$ cat src/rtl/codec_output_scheduler.sv
// Output scheduler between music_player and the ADAU1761 codec: frame-paced FIFO drain,
// headphone channel routing and click-free gain ramps around mode/enable changes.
module codec_output_scheduler #(
    parameter int DEPTH     = 8,
    parameter int ADDR_W    = 3,
    parameter int RAMP_STEP = 1
) (
    input  logic            clk,
    input  logic            reset_n,
    input  logic            enable,
    input  logic [1:0]      mode,
    input  logic [15:0]     sample_in,
    input  logic            sample_valid,
    input  logic            new_frame,
    input  logic            clear_flags,
    output logic [23:0]     hphone_l,
    output logic [23:0]     hphone_r,
    output logic [ADDR_W:0] fifo_level,
    output logic            underrun,
    output logic            overrun,
    output logic [1:0]      state
);

    localparam logic [1:0] S_IDLE     = 2'b00;
    localparam logic [1:0] S_FADE_IN  = 2'b01;
    localparam logic [1:0] S_RUN      = 2'b10;
    localparam logic [1:0] S_FADE_OUT = 2'b11;

    localparam logic [1:0] M_MONO  = 2'b00;
    localparam logic [1:0] M_LEFT  = 2'b01;
    localparam logic [1:0] M_RIGHT = 2'b10;
    localparam logic [1:0] M_PING  = 2'b11;

    localparam logic [4:0]      GAIN_UNITY = 5'd16;
    localparam logic [4:0]      STEP5      = 5'(RAMP_STEP);
    localparam logic [5:0]      STEP6      = 6'(RAMP_STEP);
    localparam logic [ADDR_W:0] LEVEL_FULL = (ADDR_W + 1)'(DEPTH);
    localparam logic [ADDR_W:0] PTR_ONE    = (ADDR_W + 1)'(1);

    logic [15:0]       mem [DEPTH];
    logic [ADDR_W:0]   wr_ptr;
    logic [ADDR_W:0]   rd_ptr;
    logic [4:0]        gain;
    logic [1:0]        active_mode;
    logic              toggle;

    logic              active;
    logic              empty;
    logic              full;
    logic              pop;
    logic              push_ok;
    logic              push_drop;
    logic              frame_empty;
    logic              exit_req;
    logic [15:0]       popped;
    logic signed [20:0] s_ext;
    logic signed [20:0] g_ext;
    logic signed [20:0] product;
    logic [15:0]       scaled;
    logic [23:0]       word;
    logic [23:0]       next_l;
    logic [23:0]       next_r;
    logic [5:0]        gain_sum;
    logic [4:0]        gain_up;
    logic [4:0]        gain_dn;

    always_comb begin
        active      = (state != S_IDLE);
        fifo_level  = wr_ptr - rd_ptr;
        empty       = (fifo_level == '0);
        full        = (fifo_level == LEVEL_FULL);
        pop         = active && new_frame && !empty;
        // a same-cycle pop frees the slot, so a push into a full FIFO still lands
        push_ok     = active && sample_valid && (!full || pop);
        push_drop   = active && sample_valid && full && !pop;
        frame_empty = active && new_frame && empty;
        exit_req    = !enable || (mode != active_mode);
    end

    always_comb begin
        popped  = empty ? '0 : mem[rd_ptr[ADDR_W-1:0]];
        s_ext   = {{5{popped[15]}}, popped};
        g_ext   = {16'd0, gain};
        product = s_ext * g_ext;
        scaled  = 16'(product >>> 4);
        word    = {scaled, 8'h00};
        next_l  = '0;
        next_r  = '0;
        case (active_mode)
            M_MONO: begin
                next_l = word;
                next_r = word;
            end
            M_LEFT:  next_l = word;
            M_RIGHT: next_r = word;
            M_PING: begin
                if (toggle) next_r = word;
                else        next_l = word;
            end
            default: ;
        endcase
    end

    always_comb begin
        gain_sum = {1'b0, gain} + STEP6;
        gain_up  = (gain_sum >= {1'b0, GAIN_UNITY}) ? GAIN_UNITY : gain_sum[4:0];
        gain_dn  = (gain > STEP5) ? (gain - STEP5) : '0;
    end

    always_ff @(posedge clk) begin
        if (push_ok) mem[wr_ptr[ADDR_W-1:0]] <= sample_in;
    end

    always_ff @(posedge clk or negedge reset_n) begin
        if (!reset_n) begin
            wr_ptr <= '0;
            rd_ptr <= '0;
        end else if (!active) begin
            wr_ptr <= '0;
            rd_ptr <= '0;
        end else begin
            if (push_ok) wr_ptr <= wr_ptr + PTR_ONE;
            if (pop)     rd_ptr <= rd_ptr + PTR_ONE;
        end
    end

    always_ff @(posedge clk or negedge reset_n) begin
        if (!reset_n) begin
            state       <= S_IDLE;
            gain        <= '0;
            active_mode <= M_MONO;
            toggle      <= 1'b0;
        end else begin
            if (active && new_frame) toggle <= ~toggle;
            case (state)
                S_IDLE: begin
                    if (new_frame && enable) begin
                        state       <= S_FADE_IN;
                        gain        <= '0;
                        active_mode <= mode;
                        toggle      <= 1'b0;
                    end
                end
                S_FADE_IN: begin
                    if (exit_req) begin
                        state <= S_FADE_OUT;
                    end else if (new_frame) begin
                        gain <= gain_up;
                        if (gain_up == GAIN_UNITY) state <= S_RUN;
                    end
                end
                S_RUN: begin
                    gain <= GAIN_UNITY;
                    if (exit_req) state <= S_FADE_OUT;
                end
                S_FADE_OUT: begin
                    if (new_frame) begin
                        // the zero-gain frame is emitted before leaving the fade
                        if (gain == '0) begin
                            toggle <= 1'b0;
                            if (!enable) begin
                                state <= S_IDLE;
                            end else begin
                                active_mode <= mode;
                                state       <= S_FADE_IN;
                            end
                        end else begin
                            gain <= gain_dn;
                        end
                    end
                end
                default: state <= S_IDLE;
            endcase
        end
    end

    always_ff @(posedge clk or negedge reset_n) begin
        if (!reset_n) begin
            hphone_l <= '0;
            hphone_r <= '0;
        end else if (new_frame) begin
            hphone_l <= active ? next_l : '0;
            hphone_r <= active ? next_r : '0;
        end
    end

    always_ff @(posedge clk or negedge reset_n) begin
        if (!reset_n) begin
            underrun <= 1'b0;
            overrun  <= 1'b0;
        end else begin
            underrun <= frame_empty || (underrun && !clear_flags);
            overrun  <= push_drop || (overrun && !clear_flags);
        end
    end

endmodule

$ cat config.mk
export PLATFORM = sky130hd
export DESIGN_NAME = codec_output_scheduler
export DESIGN_NICKNAME = d
export VERILOG_FILES = /design/src/rtl/codec_output_scheduler.sv
export SDC_FILE = /design/constraint.sdc
export NUM_CORES = 1
export LEC_CHECK = 0
export ABC_AREA = 1
export BUFFER_PORTS_ARGS = -buffer_cell sky130_fd_sc_hd__buf_2
export CELL_PAD_IN_SITES_DETAIL_PLACEMENT = 0
export CELL_PAD_IN_SITES_GLOBAL_PLACEMENT = 2
export CORE_MARGIN = 3
export CORE_UTILIZATION = 30
export DETAILED_ROUTE_END_ITERATION = 10
export PLACE_DENSITY_LB_ADDON = 0.1
export SYNTH_ARGS = -nofsm -noshare
export SYNTH_HDL_FRONTEND = slang
export SYNTH_SLANG_ARGS = --single-unit
$ cat constraint.sdc
create_clock -name clk -period 7.07 [get_ports clk]
set_input_delay 1.7675 -clock clk [delete_from_list [all_inputs] [get_ports clk]]
set_output_delay 1.7675 -clock clk [all_outputs]
set_load 0.01 [all_outputs]
Word level (Yosys, flattened, before mapping):

Memory sizes are Yosys's and may differ from the RTL's.
Cells that the tools add are included.

* flip-flop bits (word level): 68
* RAM bits: 128
* output and inout port bits: 56
* logic and storage cells: 111
* memories: 1

Memory list
* mem: words 8, bits a word 16, rd ports 1, clocked after Yosys merged registers in 0, wr ports 1, RTL line 40 `logic [15:0] mem [DEPTH];`

* add/subtract/negate cells: 5
* multiply operators: 1
* $lt $le $gt $ge: 2
* eq/ne operators: 21
* muxes and demuxes: 40
* bitwise operators: 1
* reduce and logical (&&, ||, !) cells: 30

Operator list (count)
* $mux W24: 4
* $pmux W24 S2: 2
* $mux W5: 7
* $mux W2: 11
* $mul A16 B6 Y20: 1
* $pmux W5 S4: 1
* $mux W16: 1
* $mux W4: 4
* $ne A2 B2 Y1 const B: 8
* $logic_and A1 B1 Y1: 10
* $reduce_and A5 Y1: 2
* $add A4 B1 Y4 const B: 2
* $eq A2 B2 Y1 const B: 4
* $pmux W2 S4: 1
* $mux W1: 7
* $add A5 B1 Y6 const B: 1
* $ge A6 B5 Y1 const B: 1
* $ne A3 B3 Y1 const B: 2
* $reduce_and A6 Y1: 1
* $eq A5 B5 Y1 const B: 1
* $gt A5 B1 Y1 const B: 1
* $logic_not A1 Y1: 5
* $logic_not A5 Y1: 1
* $sub A5 B1 Y5 const B: 1
* 13 further kinds: 21

Longest topological paths before layout:

Gate-level depths: netlist of the first run.

* depth in word-level cells: 8
* depth in mapped cells: 31
* depth with buffers taken out: 29

Worst setup path after synthesis of the first run:

No wires, ideal clock.

* kind: flip-flop to flip-flop
* start point: reg rd_ptr[1]
* end point: reg hphone_l[19]
* library setup time: 117 ps
* arrival: 5623 ps
* slack: 1330 ps
* stages on the path, launching flop included: 26
* clock period less this slack: 5740 ps
* path through: dfrtp_1 inv_1 buf_2 clkbuf_1 fa_1 or2_0 nor2_1 nand3_2 buf_6 clkbuf_1 o211ai_1 nor2_1 fa_1 fa_1 inv_1 fa_1 inv_1 ha_1 a21o_1 a31oi_1 o21bai_1 a21oi_1 o21ai_0 xor2_1 nand2_1 nand2_1

* cells in the longest elaborated chain, start to end: 7
* elaborated cells between the ends (all ways): 8
* those cells by class: add/sub (1); mul (1); mux (4); reduce/logical (1); memory (1)

Ends and longest elaborated chain
* start: declaration: RTL line 42 `logic [ADDR_W:0] rd_ptr;`
* start signal: assignment: RTL line 123 `if (pop) rd_ptr <= rd_ptr + PTR_ONE;`
* $sub A4 B4 Y4 (*): RTL line 69 `fifo_level = wr_ptr - rd_ptr;`
* named net fifo_level[1]: RTL line 18 `output logic [ADDR_W:0] fifo_level,`
* $logic_not A4 Y1 (*): RTL line 70 `empty = (fifo_level == '0);`
* $mux W16 (*): RTL line 81 `popped = empty ? '0 : mem[rd_ptr[ADDR_W-1:0]];`
* $mul A16 B6 Y20 (*): RTL line 84 `product = s_ext * g_ext;`
* $mux W24: RTL line 97 `if (toggle) next_r = word;`
* $pmux W24 S2 (*): RTL line 89 `case (active_mode)`
* $mux W24 (*): RTL line 182 `hphone_l <= active ? next_l : '0;`
* end signal: assignment: RTL line 182
* end: declaration: RTL line 16 `output logic [23:0] hphone_l,`

The timed path passes the listed nets; every way through them passes the cells marked *.
A chain may end at the register's enable or synchronous reset.

Worst setup path after layout of the first run:

* start point: reg wr_ptr[0]
* end point: reg hphone_l[23]

* cells in the longest elaborated chain, start to end: 7

Ends and longest elaborated chain
* start: declaration: RTL line 41 `logic [ADDR_W:0] wr_ptr;`
* start signal: assignment: RTL line 122 `if (push_ok) wr_ptr <= wr_ptr + PTR_ONE;`
* $sub A4 B4 Y4 (*): RTL line 69
* $logic_not A4 Y1 (*): RTL line 70
* $mux W16 (*): RTL line 81
* $mul A16 B6 Y20 (*): RTL line 84
* $mux W24: RTL line 97
* $pmux W24 S2 (*): RTL line 89
* $mux W24 (*): RTL line 182

Every way passes the cells marked *; elsewhere a longest branch is shown, timed or not.

==> results of run 1 <==
==> cells by family (layout without fill, tap and decap cells) <==
family | Yosys count | in the layout | share of synthesized area [%]
and+or+nand+nor | 403 | 403 | 16.1
buffers and inverters | 188 | 252 | 7.70
DFF | 180 | 180 | 49.7
AOI/OAI and AO/OA | 168 | 168 | 9.98
adders and majority gates | 94 | 94 | 14.8
xor gates and xnor gates | 19 | 19 | 1.68
other | 1 | 16 | 0.0362
==> power breakdown <==
part	internal (mW)	switching [mW]
logic	1.30	2.52
registers	1.36	0.108
clock network	0.513	0.456
total	3.17	3.08
==> area by class of cell <==
cell class,count,share of cell area (%)
sequential,180,43.8
multi-input combinational,700,38.0
tap,448,4.77
inverter,136,4.35
timing repair buffer,84,4.03
clock buffer,18,3.74
clock inverter,14,1.33
==> cell usage after synthesis (2+ instances only) <==
| library cell | count |
|---|---|
| o21ai_0 | 35 |
| buf_6 | 2 |
| dfrtp_1 | 52 |
| o21bai_1 | 3 |
| nor2_1 | 111 |
| a22oi_1 | 13 |
| fa_1 | 47 |
| o31ai_1 | 2 |
| nor3_1 | 6 |
| o21a_1 | 2 |
| nand2_1 | 222 |
| buf_2 | 10 |
| inv_1 | 125 |
| a31oi_1 | 2 |
| buf_4 | 17 |
| nand3_2 | 5 |
| clkinv_1 | 4 |
| edfxtp_1 | 128 |
| nand3b_1 | 2 |
| buf_1 | 4 |
| xnor2_1 | 8 |
| a21oi_1 | 65 |
| o21ai_1 | 4 |
| nand2_2 | 8 |
| or2_2 | 2 |
| clkbuf_1 | 19 |
| o22ai_1 | 8 |
| o211ai_1 | 13 |
| nand3_1 | 38 |
| nor2_2 | 3 |
| inv_2 | 7 |
| ha_1 | 47 |
| xor2_1 | 10 |
| a32o_1 | 16 |
==> flip-flops by register name (all words and copies together), names as in the netlist <==
signal / cells
wr_ptr: 4
toggle: 1
active_mode: 2
overrun: 1
rd_ptr: 4
hphone_l: 16
mem: 128
underrun: 1
state: 2
hphone_r: 16
gain: 5
==> critical path, delay by kind of cell (launching register included) <==
kind / cells / cell delay, ns
fa+ha+maj: 6 / 2.49
simple gates: 10 / 1.44
buf+inv: 12 / 1.08
flops: 1 / 0.40
xor+xnor: 1 / 0.24
compound gates: 1 / 0.11
==> layer usage <==
metal | GRT usage [%] | up-vias | wire, um
li1 | - | 3608 | -
met1 | 22.2 | 3520 | 13600
met2 | 24.7 | 103 | 12400
met3 | 3.03 | 11 | 978
met4 | 3.53 | 2 | 246
met5 | 0 | - | 13
==> worst min path at each step <==
stage	slack, ns	startpoint	cells after the start	to
after floorplan	0.45	wr_ptr[3]	1	wr_ptr[3]
after global placement	0.46	hphone_r[22]	2	hphone_r[22]
after detailed placement	0.47	hphone_r[14]	2	hphone_r[14]
after CTS	0.49	hphone_r[14]	2	hphone_r[14]
after global routing	0.50	hphone_l[14]	2	hphone_l[14]
final	0.48	hphone_l[22]	2	hphone_l[22]
==> flow_summary.json, run 1 <==
{
  "outcome": "finished, final reports clean",
  "hold_buffers": 0,
  "worst_ep_required_time_ns": 7.45,
  "fp.dieW_um": 192,
  "grt_usage_pct": 15.6,
  "drv_slew": 0,
  "synth_async_sr_flop_share_pct": 28.9,
  "post_cts.resized_instances": 0,
  "synth.top_cell.area_share_pct": 37.2,
  "cp_data_arrival_time_ns": 6.21,
  "finalInstanceArea_um2": 11700,
  "clock-sinks": 180,
  "ir_worst_vdd_mv": 0.285,
  "cts-root-to-sink-buffers": 2,
  "globalRoute.totalOverflow": 0,
  "worst_path_most_repeated_cell": "inv_1",
  "p_per_area_nw_per_um2": 533,
  "path_class": "flip-flop to flip-flop",
  "die-area_um2": 36700,
  "cellLeakagePower_nw": 5.18,
  "number_of_optimization_iterations_in_the_first_detailed_route_pass": 4,
  "netlist.top_cell.by_area": "edfxtp_1",
  "fin_total_pwr_mw": 6.26,
  "layout.cells.most_common": "nand2_1",
  "dieHeight_um": 192,
  "num-fill-cells": 3478,
  "dominantRegCellSynth": "edfxtp_1",
  "rr_endpoint": "hphone_l[23]",
  "final_layout_size_suffix_gt1_share_pct": 12.8,
  "synth-seq-area-share_pct": 49.7,
  "placement_rows": 67,
  "viasPerCell": 4.58,
  "clock_skew_ns": 0.0179,
  "synth.yosys.warnings": 0,
  "final_period_minus_worst_setup_slack_ns": 5.83,
  "synth.ff_latch_count": 180,
  "routed-via-count": 7244,
  "post_dp_cell_area_um2": 11100,
  "path_clk_slew_ns": 0.08,
  "critPathMaxFanout": 13,
  "worstReg2RegStart": "wr_ptr[0]",
  "maxCapViolCount": 0,
  "worst-slew-pin-transition_ns": 0.837,
  "final_nets": 1237,
  "netlist-cell-type-count": 47,
  "critPathLaunch": "wr_ptr[0]",
  "grt_setup_unrepaired": "no",
  "htree_num_levels": 4,
  "globalplace.congestion": 0.735,
  "route.detailed.wl_per_inst_um": 17.2,
  "finish.cell_count_without_fillers": 1580,
  "grt_pass1_vias": 7580,
  "synth_area_per_cell_um2": 9.82,
  "rrSetupSlack_ns": 1.24,
  "setup_slack_ns": 1.24,
  "floorplan.initialDensity_pct": 30.6,
  "placed_cells": 1548,
  "dpl_worst_slack_ns": 1.20,
  "critPathCaptureType": "flip-flop",
  "timing.fmax_ghz": 0.172,
  "post-route-period-util_pct": 82.5,
  "signed_area_change_from_the_synthesized_netlist_to_the_final_layout_pct": 13.5,
  "place.port_buffers": 63,
  "setup_violations": 0,
  "hold_ws_ns": 0.480,
  "grt_pass1_wl_um": 43700,
  "dpl.hpwl_um": 19200,
  "maxSlewHeadroom_pct": 44.2,
  "floorplan.io_pins": 80,
  "remaining_drc_errors": 0,
  "r2r_cells": 30,
  "insertion_delay_ns": 0.44,
  "synth.area.top_cells": "edfxtp_1 37%, dfrtp_1 13%, fa_1 9.1%",
  "drtIter0Drc": 382,
  "hold_wc_path_type": "flip-flop to flip-flop",
  "critical_path_top_delay_cell": "fa_1",
  "setup.worst_path.end": "hphone_l[23]",
  "wirelength_routed_um": 27200,
  "synth_edf_count": 128,
  "layout.cells.most_common_list": "222 x nand2_1, 128 x edfxtp_1, 125 x inv_1",
  "cts_post_setup_buffers_inserted": 0,
  "grt_antenna_before_repair": 2,
  "cts_inserted_buffers": 17,
  "mapped_cell_area_um2": 10300,
  "final_util_pct": 34.8,
  "antennaDiodeCount": 0,
  "cts_root_buf": "clkbuf_16",
  "postSynthCellCount": 1053,
  "crit_path_max_incr_delay_ns": 0.63,
  "total_negative_slack_for_setup_checks_ns": 0,
  "tritoncts": "built",
  "multi_input_area_um2": 4460,
  "timing_hold_violations_final": 0,
  "final-seq-area_um2": 5150,
  "route.antenna.remaining_nets": 0,
  "critical_path_source_type": "flip-flop",
  "grt_start_max_net_pins": 70,
  "core_area_um2": 33800
}
(Power assumes the default switching activity.)
==> inputs of run 2 (changes only) <==
Settings changed: ABC_AREA 1 to 0.
Clock period 7.07 ns to 5.6 ns, I/O delays scaled along.
==> run 2 against run 1 <==
Compared with the run above: global-route usage fell by 1.6 points; first-iteration DRC count fell by 15%; sequential cell count did not move; critical path depth fell by 8; register-to-register slack got worse by 1.0 ns; count of clock-buffer cells in the layout fell by 1; utilization rose by 1.7 points; maximum frequency rose by 8.0%; via count fell by 9.9%; sequential share of layout area fell by 2.1 points; non-clock buffer count rose by 41; critical path type unchanged; largest cell class unchanged; highest routed layer unchanged.
==> flow_summary.json, run 2 <==
{
  "outcome": "finished, final reports clean",
  "hold_ws_ns": 0.482,
  "synth.top_cell.area_share_pct": 37.2,
  "dominantRegCellSynth": "edfxtp_1",
  "critical_path_top_delay_cell": "fa_1",
  "post-route-period-util_pct": 96.4,
  "wirelength_routed_um": 24600,
  "largest_register_ffs": 128,
  "setup_slack_ns": 0.203,
  "timing.fmax_ghz": 0.185,
  "multi_input_area_um2": 4810,
  "cp_data_arrival_time_ns": 5.74,
  "hold_buffers": 0,
  "num-fill-cells": 3303,
  "floorplan.io_pins": 80,
  "most_frequently_used_cell_type_in_the_post_synthesis_netlist": "edfxtp_1",
  "worst-slew-pin-transition_ns": 0.983,
  "netlist-cell-type-count": 55,
  "core_area_um2": 33800,
  "layout.cells.most_common": "edfxtp_1",
  "cts_inserted_buffers": 17,
  "final-seq-area_um2": 5150,
  "setup_violations": 0,
  "floorplan.initialDensity_pct": 30.6,
  "grt_start_max_net_pins": 53,
  "die-area_um2": 36700,
  "postSynthCellCount": 823,
  "final_util_pct": 36.5,
  "globalRoute.totalOverflow": 0,
  "critical-path-top-delay-family": "adder cells",
  "grt_usage_pct": 14.0,
  "final_layout_size_suffix_gt1_share_pct": 25.0,
  "netlist_top_cells_count": "128 x edfxtp_1, 100 x inv_1, 52 x dfrtp_1, 50 x and2_1",
  "grt_pass1_wl_um": 39200,
  "synth-seq-area-share_pct": 49.7,
  "crit_chain": "inv_2 > ha_4 > inv_2 > fa_2 > xor2_2 > nor3_2 > and3_4 > buf_8 > buf_12 > nor2_1 > and2_1 > fa_1 > fa_1 > inv_1 > fa_1 > inv_1 > ha_1 > or3_4 > o211ai_1 > a31oi_2 > o21a_1 > o32ai_2",
  "insertion_delay_ns": 0.44,
  "grt_setup_unrepaired": "yes",
  "routed-via-count": 6524,
  "fp.dieW_um": 192,
  "globalplace.congestion": 0.750,
  "signed_area_change_from_the_synthesized_netlist_to_the_final_layout_pct": 19.3,
  "final_period_minus_worst_setup_slack_ns": 5.40,
  "layout.cells.most_common_list": "128 x edfxtp_1, 94 x inv_1, 63 x buf_2",
  "clock-sinks": 180,
  "viasPerCell": 4.69,
  "worst_path_most_repeated_cell": "fa_1",
  "tritoncts": "built",
  "critPathLaunch": "wr_ptr[0]",
  "cp_num_buf_inv": 6,
  "drtIter0Drc": 324,
  "antennaDiodeCount": 0,
  "grt_pass1_vias": 7049,
  "cts-root-to-sink-buffers": 2,
  "critical_path_source_type": "flip-flop",
  "dpl.hpwl_um": 17700,
  "cts_root_buf": "clkbuf_16",
  "crit_path_max_incr_delay_ns": 0.53,
  "place.port_buffers": 63,
  "critPathCaptureType": "flip-flop",
  "route.detailed.wl_per_inst_um": 17.7,
  "maxSlewHeadroom_pct": 34.4,
  "htree_num_levels": 4,
  "path_clk_slew_ns": 0.07,
  "maxCapViolCount": 0,
  "final_nets": 1049,
  "drv_slew": 0,
  "critPathMaxFanout": 13,
  "synth_area_per_cell_um2": 12.6,
  "synth.yosys.warnings": 0,
  "netlist.top_cell.by_area": "edfxtp_1",
  "dpl_worst_slack_ns": -0.00982,
  "mapped_cell_area_um2": 10300,
  "placement_rows": 67,
  "route.antenna.remaining_nets": 0,
  "worstReg2RegStart": "wr_ptr[0]",
  "dieHeight_um": 192,
  "remaining_drc_errors": 0,
  "clock_skew_ns": 0.0135,
  "worst_ep_required_time_ns": 5.94,
  "holdCritStartpoint": "hphone_l[22]",
  "synth.ff_latch_count": 180,
  "synth_async_sr_flop_share_pct": 28.9,
  "number_of_optimization_iterations_in_the_first_detailed_route_pass": 5,
  "path_class": "flip-flop to flip-flop",
  "timing_hold_violations_final": 0,
  "synth.area.top_cells": "edfxtp_1 37%, dfrtp_1 13%, fa_1 9.1%",
  "hold_wc_path_type": "flip-flop to flip-flop",
  "grt_antenna_before_repair": 2,
  "synth_edf_count": 128
}
==> run 2: cell types whose count changed in the layout (fill, tap and decap cells not counted), moves of 30 or more <==
cell and delta:
nand2_1 -197, nor2_1 -69, and2_1 +47, buf_4 +36, inv_1 -31, nor3_1 +30
a21oi_1 -46, mux4_2 +32
==> run 2: logic make-up after synthesis <==
| kind of cell | after synthesis | share of synthesized area (%) |
|---|---|---|
| compound gates | 111 | 7.66 |
| buf+inv | 152 | 6.14 |
| simple gates | 205 | 10.2 |
| xor+xnor | 25 | 2.12 |
| fa+ha+maj | 94 | 14.8 |
| mux | 55 | 9.35 |
| flops | 180 | 49.7 |
| other cells | 1 | 0.0363 |
==> run 2: final timing paths <==
path	endpoint	slack, ns	cells past startpoint
worst min register to register	hphone_l[22]	0.48	1
min in group asynchronous	hphone_l[16]	1.08	2
max in group asynchronous	rd_ptr[0]	4.00	2
worst max register to register	hphone_r[21]	0.20	22
worst min-delay path	hphone_l[22]	0.48	1
worst max-delay path	hphone_r[21]	0.20	22
==> run 2: layout make-up <==
class	count	area share, %
Clock buffer	17	3.45
Clock inverter	15	1.42
Inverter	101	3.07
Multi-Input combinational cell	506	39.0
Sequential cell	180	41.7
Tap cell	448	4.54
Timing Repair Buffer	125	6.77
==> run 2: routing by layer <==
| layer | share of wire (%) | routed length, um | up-vias | track usage [%] |
|---|---|---|---|---|
| met3 | 3.5 | 854 | 15 | 2.79 |
| met5 | 0.045 | 11 | - | 0 |
| li1 | - | - | 3094 | - |
| met2 | 53 | 12900 | 113 | 25.5 |
| met1 | 43 | 10600 | 3300 | 17.1 |
| met4 | 0.87 | 214 | 2 | 3.42 |
==> run 2: metrics by stage <==
stage / cells / instance area [um2] / TNS [ns]
CTS: 1385 / 12100 / 0
detailed placement: 1353 / 11500 / -0.00982
floorplan: 838 / 10500 / 0
finish: 1392 / 12300 / 0
global placement: 1353 / 11500 / 0
global route: 1392 / 12300 / -0.153
==> run 2: repair_timing <==
action,CTS,global route
gates resized for setup,1,43
endpoints found under the setup margin,2,20
setup buffers,0,6
gates cloned,0,1
pin swaps,0,26
Power of run 2 is not shown: default switching activity piles up to over one toggle a cycle in this logic, so the estimate is an artifact.
